[config.mk]
export PLATFORM = sky130hd
export DESIGN_NAME = share_mem_client
export DESIGN_NICKNAME = d
export VERILOG_FILES = /design/src/rtl/share_mem_pkg.sv /design/src/rtl/share_mem_rsp_fifo.sv /design/src/rtl/share_mem_client.sv
export SDC_FILE = /design/constraint.sdc
export NUM_CORES = 1
export LEC_CHECK = 0
export ABC_CLOCK_PERIOD_IN_PS = 6100
export CAP_MARGIN = 20
export CORE_MARGIN = 5
export CORE_UTILIZATION = 25
export DETAILED_ROUTE_END_ITERATION = 7
export PLACE_DENSITY_LB_ADDON = 0.05
export SYNTH_ARGS = -nofsm -noshare
export SYNTH_HDL_FRONTEND = slang
export SYNTH_HIERARCHICAL = 1
export SYNTH_SLANG_ARGS = --single-unit
[constraint.sdc]
create_clock -name clk -period 6.1 [get_ports clk]
set_input_delay 1.525 -clock clk [delete_from_list [all_inputs] [get_ports clk]]
set_output_delay 1.525 -clock clk [all_outputs]
set_load 0.02 [all_outputs]
[src/rtl/share_mem_pkg.sv]
// Shared types and constants for the shared-memory client.
//   RdId_t         - reader identifier (reader 0 or reader 1)
//   RdRsp_t        - tagged read response {id, data}
//   RSP_FIFO_DEPTH - number of buffered responses
//   RSP_DATA_W     - response data width (matches the client's N)
package share_mem_pkg;

  localparam int RSP_FIFO_DEPTH = 2;
  localparam int RSP_DATA_W     = 4;

  typedef logic RdId_t;

  typedef struct packed {
    RdId_t                 id;
    logic [RSP_DATA_W-1:0] data;
  } RdRsp_t;

endpackage

[src/rtl/share_mem_rsp_fifo.sv]
// Two-entry response FIFO for the shared-memory client.
// Ports:
//   clk, rst    - clock, asynchronous active-high reset
//   push        - write push_data into the tail
//   push_data   - response to enqueue
//   pop         - drop the head entry
//   head        - current head entry (registered storage)
//   full, empty - occupancy flags
//   count       - number of stored entries (0..2)
module share_mem_rsp_fifo
  import share_mem_pkg::*;
(
  input  logic       clk,
  input  logic       rst,
  input  logic       push,
  input  RdRsp_t     push_data,
  input  logic       pop,
  output RdRsp_t     head,
  output logic       full,
  output logic       empty,
  output logic [1:0] count
);

  RdRsp_t     store_r [RSP_FIFO_DEPTH];
  logic       rd_ptr_r;
  logic       wr_ptr_r;
  logic [1:0] count_r;

  // Storage, pointers and occupancy; depth 2 so each pointer is a single toggling bit.
  always_ff @(posedge clk or posedge rst) begin
    if (rst) begin
      for (int i = 0; i < RSP_FIFO_DEPTH; i++) begin
        store_r[i] <= '0;
      end
      rd_ptr_r <= 1'b0;
      wr_ptr_r <= 1'b0;
      count_r  <= 2'd0;
    end else begin
      if (push) begin
        store_r[wr_ptr_r] <= push_data;
        wr_ptr_r          <= ~wr_ptr_r;
      end
      if (pop) begin
        rd_ptr_r <= ~rd_ptr_r;
      end
      case ({push, pop})
        2'b10:   count_r <= count_r + 2'd1;
        2'b01:   count_r <= count_r - 2'd1;
        default: count_r <= count_r;
      endcase
    end
  end

  assign head  = store_r[rd_ptr_r];
  assign count = count_r;
  assign full  = (count_r == 2'd2);
  assign empty = (count_r == 2'd0);

endmodule

[src/rtl/share_mem_client.sv]
// Initiator for the shared single-read/single-write memory.
// One write client is passed straight to the memory write port; two read
// clients share the read port under round-robin arbitration with a credit
// check against the response buffer. Read data comes back one cycle after the
// grant, is forwarded from a same-cycle write where needed, and is queued as a
// tagged response with backpressure.
// Ports:
//   clk, rst                        - clock, asynchronous active-high reset
//   IN_wrValid/IN_wrAddr/IN_wrData  - write request
//   IN_rdValid[1:0]                 - read requests (bit r = reader r)
//   IN_rdAddr0/IN_rdAddr1           - read addresses
//   OUT_rdReady[1:0]                - one-hot read grant
//   IN_rspReady                     - response consumer ready
//   OUT_rspValid/OUT_rspId/OUT_rspData - response channel
//   OUT_memWe/OUT_memWAddr/OUT_memWData - memory write port
//   OUT_memSel                      - 1 selects OUT_memRAddrB, 0 selects OUT_memRAddrC
//   OUT_memRAddrB/OUT_memRAddrC     - memory read addresses
//   IN_memRData                     - memory read data (one cycle after address)
module share_mem_client
  import share_mem_pkg::*;
#(
  parameter int N  = RSP_DATA_W,
  parameter int AW = 4
) (
  input  logic          clk,
  input  logic          rst,
  input  logic          IN_wrValid,
  input  logic [AW-1:0] IN_wrAddr,
  input  logic [N-1:0]  IN_wrData,
  input  logic [1:0]    IN_rdValid,
  input  logic [AW-1:0] IN_rdAddr0,
  input  logic [AW-1:0] IN_rdAddr1,
  output logic [1:0]    OUT_rdReady,
  input  logic          IN_rspReady,
  output logic          OUT_rspValid,
  output logic          OUT_rspId,
  output logic [N-1:0]  OUT_rspData,
  output logic          OUT_memWe,
  output logic [AW-1:0] OUT_memWAddr,
  output logic [N-1:0]  OUT_memWData,
  output logic          OUT_memSel,
  output logic [AW-1:0] OUT_memRAddrB,
  output logic [AW-1:0] OUT_memRAddrC,
  input  logic [N-1:0]  IN_memRData
);

  logic          rr_r;
  logic          infl_valid_r;
  RdId_t         infl_id_r;
  logic          infl_fwd_r;
  logic [N-1:0]  infl_fwd_data_r;

  logic [1:0]    grant_s;
  logic [1:0]    pending_s;
  logic          credit_s;
  logic          pop_s;
  logic          fwd_s;
  logic [AW-1:0] gnt_addr_s;
  logic [1:0]    fifo_count_s;
  logic          fifo_full_s;
  logic          fifo_empty_s;
  RdRsp_t        push_rsp_s;
  RdRsp_t        head_s;

  assign pop_s = ~fifo_empty_s & IN_rspReady;

  // Responses still owed after this cycle's pop; at most 2 may be owed at once.
  // Pop only happens when non-empty, so the subtraction never underflows.
  assign pending_s = fifo_count_s - {1'b0, pop_s} + {1'b0, infl_valid_r};
  assign credit_s  = (pending_s < 2'd2);

  // Round-robin grant: a lone requester wins outright, rr_r breaks ties.
  always_comb begin
    grant_s = 2'b00;
    if (rst || !credit_s) begin
      grant_s = 2'b00;
    end else begin
      case (IN_rdValid)
        2'b01:   grant_s = 2'b01;
        2'b10:   grant_s = 2'b10;
        2'b11:   grant_s = rr_r ? 2'b10 : 2'b01;
        default: grant_s = 2'b00;
      endcase
    end
  end

  // The memory returns pre-write data, so a same-cycle write to the granted
  // address must be captured and substituted when the read returns.
  assign gnt_addr_s = grant_s[0] ? IN_rdAddr0 : IN_rdAddr1;
  assign fwd_s      = IN_wrValid && (IN_wrAddr == gnt_addr_s);

  // Arbitration pointer and in-flight read tracking.
  always_ff @(posedge clk or posedge rst) begin
    if (rst) begin
      rr_r            <= 1'b0;
      infl_valid_r    <= 1'b0;
      infl_id_r       <= 1'b0;
      infl_fwd_r      <= 1'b0;
      infl_fwd_data_r <= '0;
    end else begin
      infl_valid_r <= |grant_s;
      if (|grant_s) begin
        rr_r            <= grant_s[0];
        infl_id_r       <= grant_s[1];
        infl_fwd_r      <= fwd_s;
        infl_fwd_data_r <= IN_wrData;
      end
    end
  end

  assign push_rsp_s.id   = infl_id_r;
  assign push_rsp_s.data = infl_fwd_r ? infl_fwd_data_r : IN_memRData;

  share_mem_rsp_fifo u_rsp_fifo (
    .clk       (clk),
    .rst       (rst),
    .push      (infl_valid_r),
    .push_data (push_rsp_s),
    .pop       (pop_s),
    .head      (head_s),
    .full      (fifo_full_s),
    .empty     (fifo_empty_s),
    .count     (fifo_count_s)
  );

  assign OUT_rdReady   = grant_s;
  assign OUT_rspValid  = ~fifo_empty_s;
  assign OUT_rspId     = head_s.id;
  assign OUT_rspData   = head_s.data;

  assign OUT_memWe     = IN_wrValid;
  assign OUT_memWAddr  = IN_wrAddr;
  assign OUT_memWData  = IN_wrData;
  assign OUT_memSel    = grant_s[0];
  assign OUT_memRAddrB = IN_rdAddr0;
  assign OUT_memRAddrC = IN_rdAddr1;

endmodule

Yosys cells after proc, flatten, opt, wreduce, memory -nomap -nowiden
Cells that the tools add are included.

storage, ports and cells
  input bits = 26
  output and inout port bits = 26
  flip-flop bits (word level) = 22

operators by class
  add/subtract/negate cells = 4
  equality and inequality tests = 6
  mux-type cells = 12
  reductions and logical operators = 7
  bitwise gates (word level) = 6
  order comparisons = 4

operators with widths
  operator                                                     number
  two-way mux 5 bit                                            4
  bitwise mux 10 bit                                           1
  two-way mux 4 bit                                            2
  == test 2 bit (second input constant)                        3
  one-hot mux 2 bit (3 select lines)                           1
  demux 5 bit (select 1 bit)                                   1
  == test 2 x 1 -> 1 bit (second input constant)               2
  == test 4 bit                                                1
  >= comparator 2 bit (second input constant)                  2
  two-way mux 2 bit                                            2
  NOT 1 -> 2 bit                                               2
  one-hot mux 2 bit (2 select lines)                           1
  NOT 1 bit                                                    3
  adder 2 x 1 -> 2 bit                                         1
  adder 2 x 1 -> 2 bit (second input constant)                 1
  logical AND 1 bit                                            2
  zero test 2 bit                                              1
  less-than comparator 2 x 1 -> 1 bit (second input constant)  1
  less-than comparator 2 bit (second input constant)           1
  nonzero test 2 bit                                           1
  OR reduction 2 bit                                           1
  subtractor 2 x 1 -> 2 bit                                    1
  subtractor 2 x 1 -> 2 bit (second input constant)            1
  bitwise AND 1 bit                                            1
  other kinds (2)                                              2

Longest topological paths before layout
Gate-level depths: netlist of the first run.

  depth after elaboration = 12
  gate-level depth with buffers = 8
  mapped depth without buffers = 8

Modules after synthesis
The synthesis of the first run kept the hierarchy.

modules (own cells, without submodules)
  module              seq. area each (sq um)  area an instance (sq um)  instances  cells an instance
  share_mem_client    200.2                   678.2                     1          73
  share_mem_rsp_fifo  350.3                   664.4                     1          43

Worst setup path before layout of the first run
OpenSTA, ideal clock, no wires.

  path type = input port to output port
  start point = input port IN_rspReady
  end point = output port OUT_rdReady[0]
  stages = 6
  arrival = 2.971 ns
  slack = 1.604 ns
  data required time = 4.575 ns
  path buffers = 1
  cell sequence = nor2b_1 > ha_1 > nor2b_1 > xnor2_1 > nor3_2 > buf_4

on the way
  word-level cells in the longest chain between the ends = 7

ends and longest elaborated chain
  what                        RTL line                text
  start: declaration          share_mem_client.sv:34  input logic IN_rspReady,
  bitwise AND 1 bit           share_mem_client.sv:65  assign pop_s = ~fifo_empty_s & IN_rspReady;
  subtractor 2 x 1 -> 2 bit   share_mem_client.sv:69  assign pending_s = fifo_count_s - {1'b0, pop_s} + {1'b0, infl_valid_r};
  adder 2 x 1 -> 2 bit        share_mem_client.sv:69
  less-than comparator 2 bit  share_mem_client.sv:70  assign credit_s = (pending_s < 2'd2);
  zero test 1 bit             share_mem_client.sv:75  if (rst || !credit_s) begin
  logical OR 1 bit            share_mem_client.sv:75
  two-way mux 2 bit           share_mem_client.sv:75
  end: declaration            share_mem_client.sv:33  output logic [1:0] OUT_rdReady,

Every way passes these cells.

Worst setup path in the final report of the first run
  start point = input port IN_rspReady
  end point = output port OUT_rdReady[1]

on the way
  word-level cells in the longest chain between the ends = 7

ends and longest elaborated chain
  what                        RTL line                text
  bitwise AND 1 bit           share_mem_client.sv:65
  via pop_s                   share_mem_client.sv:56  logic pop_s;
  subtractor 2 x 1 -> 2 bit   share_mem_client.sv:69
  adder 2 x 1 -> 2 bit        share_mem_client.sv:69
  less-than comparator 2 bit  share_mem_client.sv:70
  zero test 1 bit             share_mem_client.sv:75
  logical OR 1 bit            share_mem_client.sv:75
  two-way mux 2 bit           share_mem_client.sv:75

The timed path passes the listed nets, and every way through them passes these cells.

==> impl_results.md, run 1 <==
- Max-Slew Margin vs Limit: 62.8%
- Worst Path Max Fanout: 3
- Clk root buf: clkbuf_8
- Final Hold Vio Count: 0
- Syn avg cell area: 11.6 sq um
- Clock Latency Late Sink: 0.26 ns
- # rows: 26
- Reg clk slew, reported paths: roughly 0.08 ns
- Synth Instances: around 120
- Vias in the first global route: approximately 1100
- Layout Area Growth over Synthesis: 39.6%
- Die height: 83.1 microns
- Fin nets: 180
- Largest net degree at the start of global routing: 15
- N_diodes: 0
- Post_cts resized: 0
- CP Capture Type: primary output
- Status: complete, no violations
- Reg2reg setup slack: about 4 ns
- Worst VDD drop: 0.151 mV
- Maxcap violations: 0
- YS warnings: 6
- Worst Setup Start Kind: input port
- CTS tree: done
- Cells on worst reg2reg path: 7
- PortBufs: slightly above 50
- Routed vias: 929
- PwrDens: ~460 nW/um^2
- Syn_nets: approximately 140
- Fraction of layout instances using a drive strength above 1: between 20 and 25%
- Hold EP: infl_fwd_data_r[2]
- Total GRT Usage: around 8.9%
- IO Pins: 52
- CP Data Arrival Time: between 3 and 4 ns
- Reg2reg start: u_rsp_fifo/count[0]
- Placeable core area: 5140 sq um
- Mapped cell area: between 1000 and 1500 sq um
- WL per Instance: 13.6 microns
- Worst slew pin tran: roughly 0.56 ns
- Die Area: about 6900 sq um
- Skew final: between 0.0015 and 0.002 ns
- Initial DRC Count: 21
- Final Setup Violations: 0
- Max clock buf depth: 2
- Vias per std cell: ~4.2
- Post-CTS Setup Bufs: 0
- Initial core utilization: about a quarter
- Reg2reg end: infl_fwd_data_r[0]
- Slew Viols, Final: 0
- Final non-filler cell total: between 200 and 250
- Chip width: ~83 microns
- Total CTS buffers: 3
- Dpl cells: around 220
- DRT antenna net count: 0
- Min-delay src: infl_fwd_data_r[2]
- DRC viols: 0
- Remaining Overflow, GRT: 0
- Initial antenna violation count: 0
- Crit Path Class: input port to primary output
- First-pass GRT wire length: about 5000 microns
- Unrepaired setup endpoints after global routing: no
- HPWL after DPL: 2450 microns
- Fmax: between 150 and 200 MHz
- DR pass1 iterations: 4
- Hold Path Depth: 1
- Min-delay worst type: flop to flop
- # hold bufs at CTS: 0
- H-tree depth: 1
- Tcrit/Tclk final: between 80% and 90%
- Final min period: 5.36 ns
- Leakage: 0.801 nW
- Setup TNS: 0 ns
- WL final: about 3000 microns
- CTS Sinks: 22
- GPL Wtd Cong: about 0.64
- WP data required: 4.58 ns
critical path, cell delays in order:
cell	delay [ns]
clkdlybuf4s50_1	0.45
nor2b_1	0.26
ha_1	0.28
nor2b_1	0.13
xnor2_1	0.16
nor2_1	0.18
nand2_1	0.12
nor2_1	0.12
clkdlybuf4s50_1	0.61
state kept, by name, indices dropped and copies added, names as in the netlist:
register / cells
u_rsp_fifo/store_r: 10
infl_fwd_data_r: 4
u_rsp_fifo/count: 2
infl_fwd_r: 1
infl_id_r: 1
infl_valid_r: 1
rr_r: 1
u_rsp_fifo/rd_ptr_r: 1
u_rsp_fifo/wr_ptr_r: 1
layer usage:
metal	share of wire, %	track usage [%]
met3	4.2	1.68
met5	0	0
met4	0.90	3.57
met1	45	11.1
met2	50	15.1
cells in the final DEF, fill, tap and decap left out:
cell type and n:
a222oi_1 1, a22o_1 1, bufinv_16 1, clkbuf_8 3, clkdlybuf4s50_1 51, dfrtp_1 22
ha_1 2, inv_1 10, mux2_2 13, mux2_4 10, mux2i_1 1, nand2_1 3
nand2_4 1, nand2b_1 2, nand2b_4 1, nand3_1 1, nor2_1 5, nor2b_1 3
nor3_2 1, nor3_4 1, nor4_1 1, nor4b_1 1, o21ai_0 2, o22ai_1 3
xnor2_1 5, xor2_1 6
worst max path at each step:
stage                           start             end  slack (ns)  depth (start not counted)
final                     IN_rspReady  OUT_rdReady[1]        0.74                          9
after global routing      IN_rspReady  OUT_rdReady[1]        0.57                          9
after CTS                 IN_rspReady  OUT_rdReady[1]        0.70                          9
after detailed placement  IN_rspReady  OUT_rdReady[1]        0.71                          9
after global placement    IN_rspReady      OUT_memSel        0.75                          7
after floorplan           IN_rspReady  OUT_rdReady[0]        1.60                          6
cell type report:
| class | count | area [sq um] |
|---|---|---|
| fillers | 559 | 3270 |
| repair buffers | 51 | 510 |
| multi-input cells | 64 | 608 |
| clock buffers | 3 | 41.3 |
| clock inverters | 1 | 30.0 |
| inverters | 10 | 37.5 |
| flip-flops and latches | 22 | 551 |
| well taps | 70 | 87.6 |
power by group:
group          switching (W)  internal, W  leakage (nW)
clock network      0.0000488    0.0000876        0.0357
registers          0.0000638     0.000222         0.263
logic               0.000178     0.000253         0.502
through the flow:
stage	cell area (sq um)	worst slack [ns]	power (W)	util, %	hold slack (ns)
3_5_place_dp	1790	0.708	0.000729	34.9	0.495
5_1_grt	1870	0.574	0.000914	36.3	0.524
2_1_floorplan	1340	1.60	0.000592	-	0.475
4_1_cts	1870	0.702	0.000870	36.3	0.516
3_3_place_gp	1790	0.749	0.000721	34.9	0.490
6_report	1870	0.738	0.000853	36.3	0.511
Note: power is estimated with default switching activity, not from simulation.
==> inputs of run 2 (changes only) <==
Settings changed: SLEW_MARGIN set to 30.
==> results of run 2 <==
No change in the layout: final DEF, timing and power equal those of run 1.
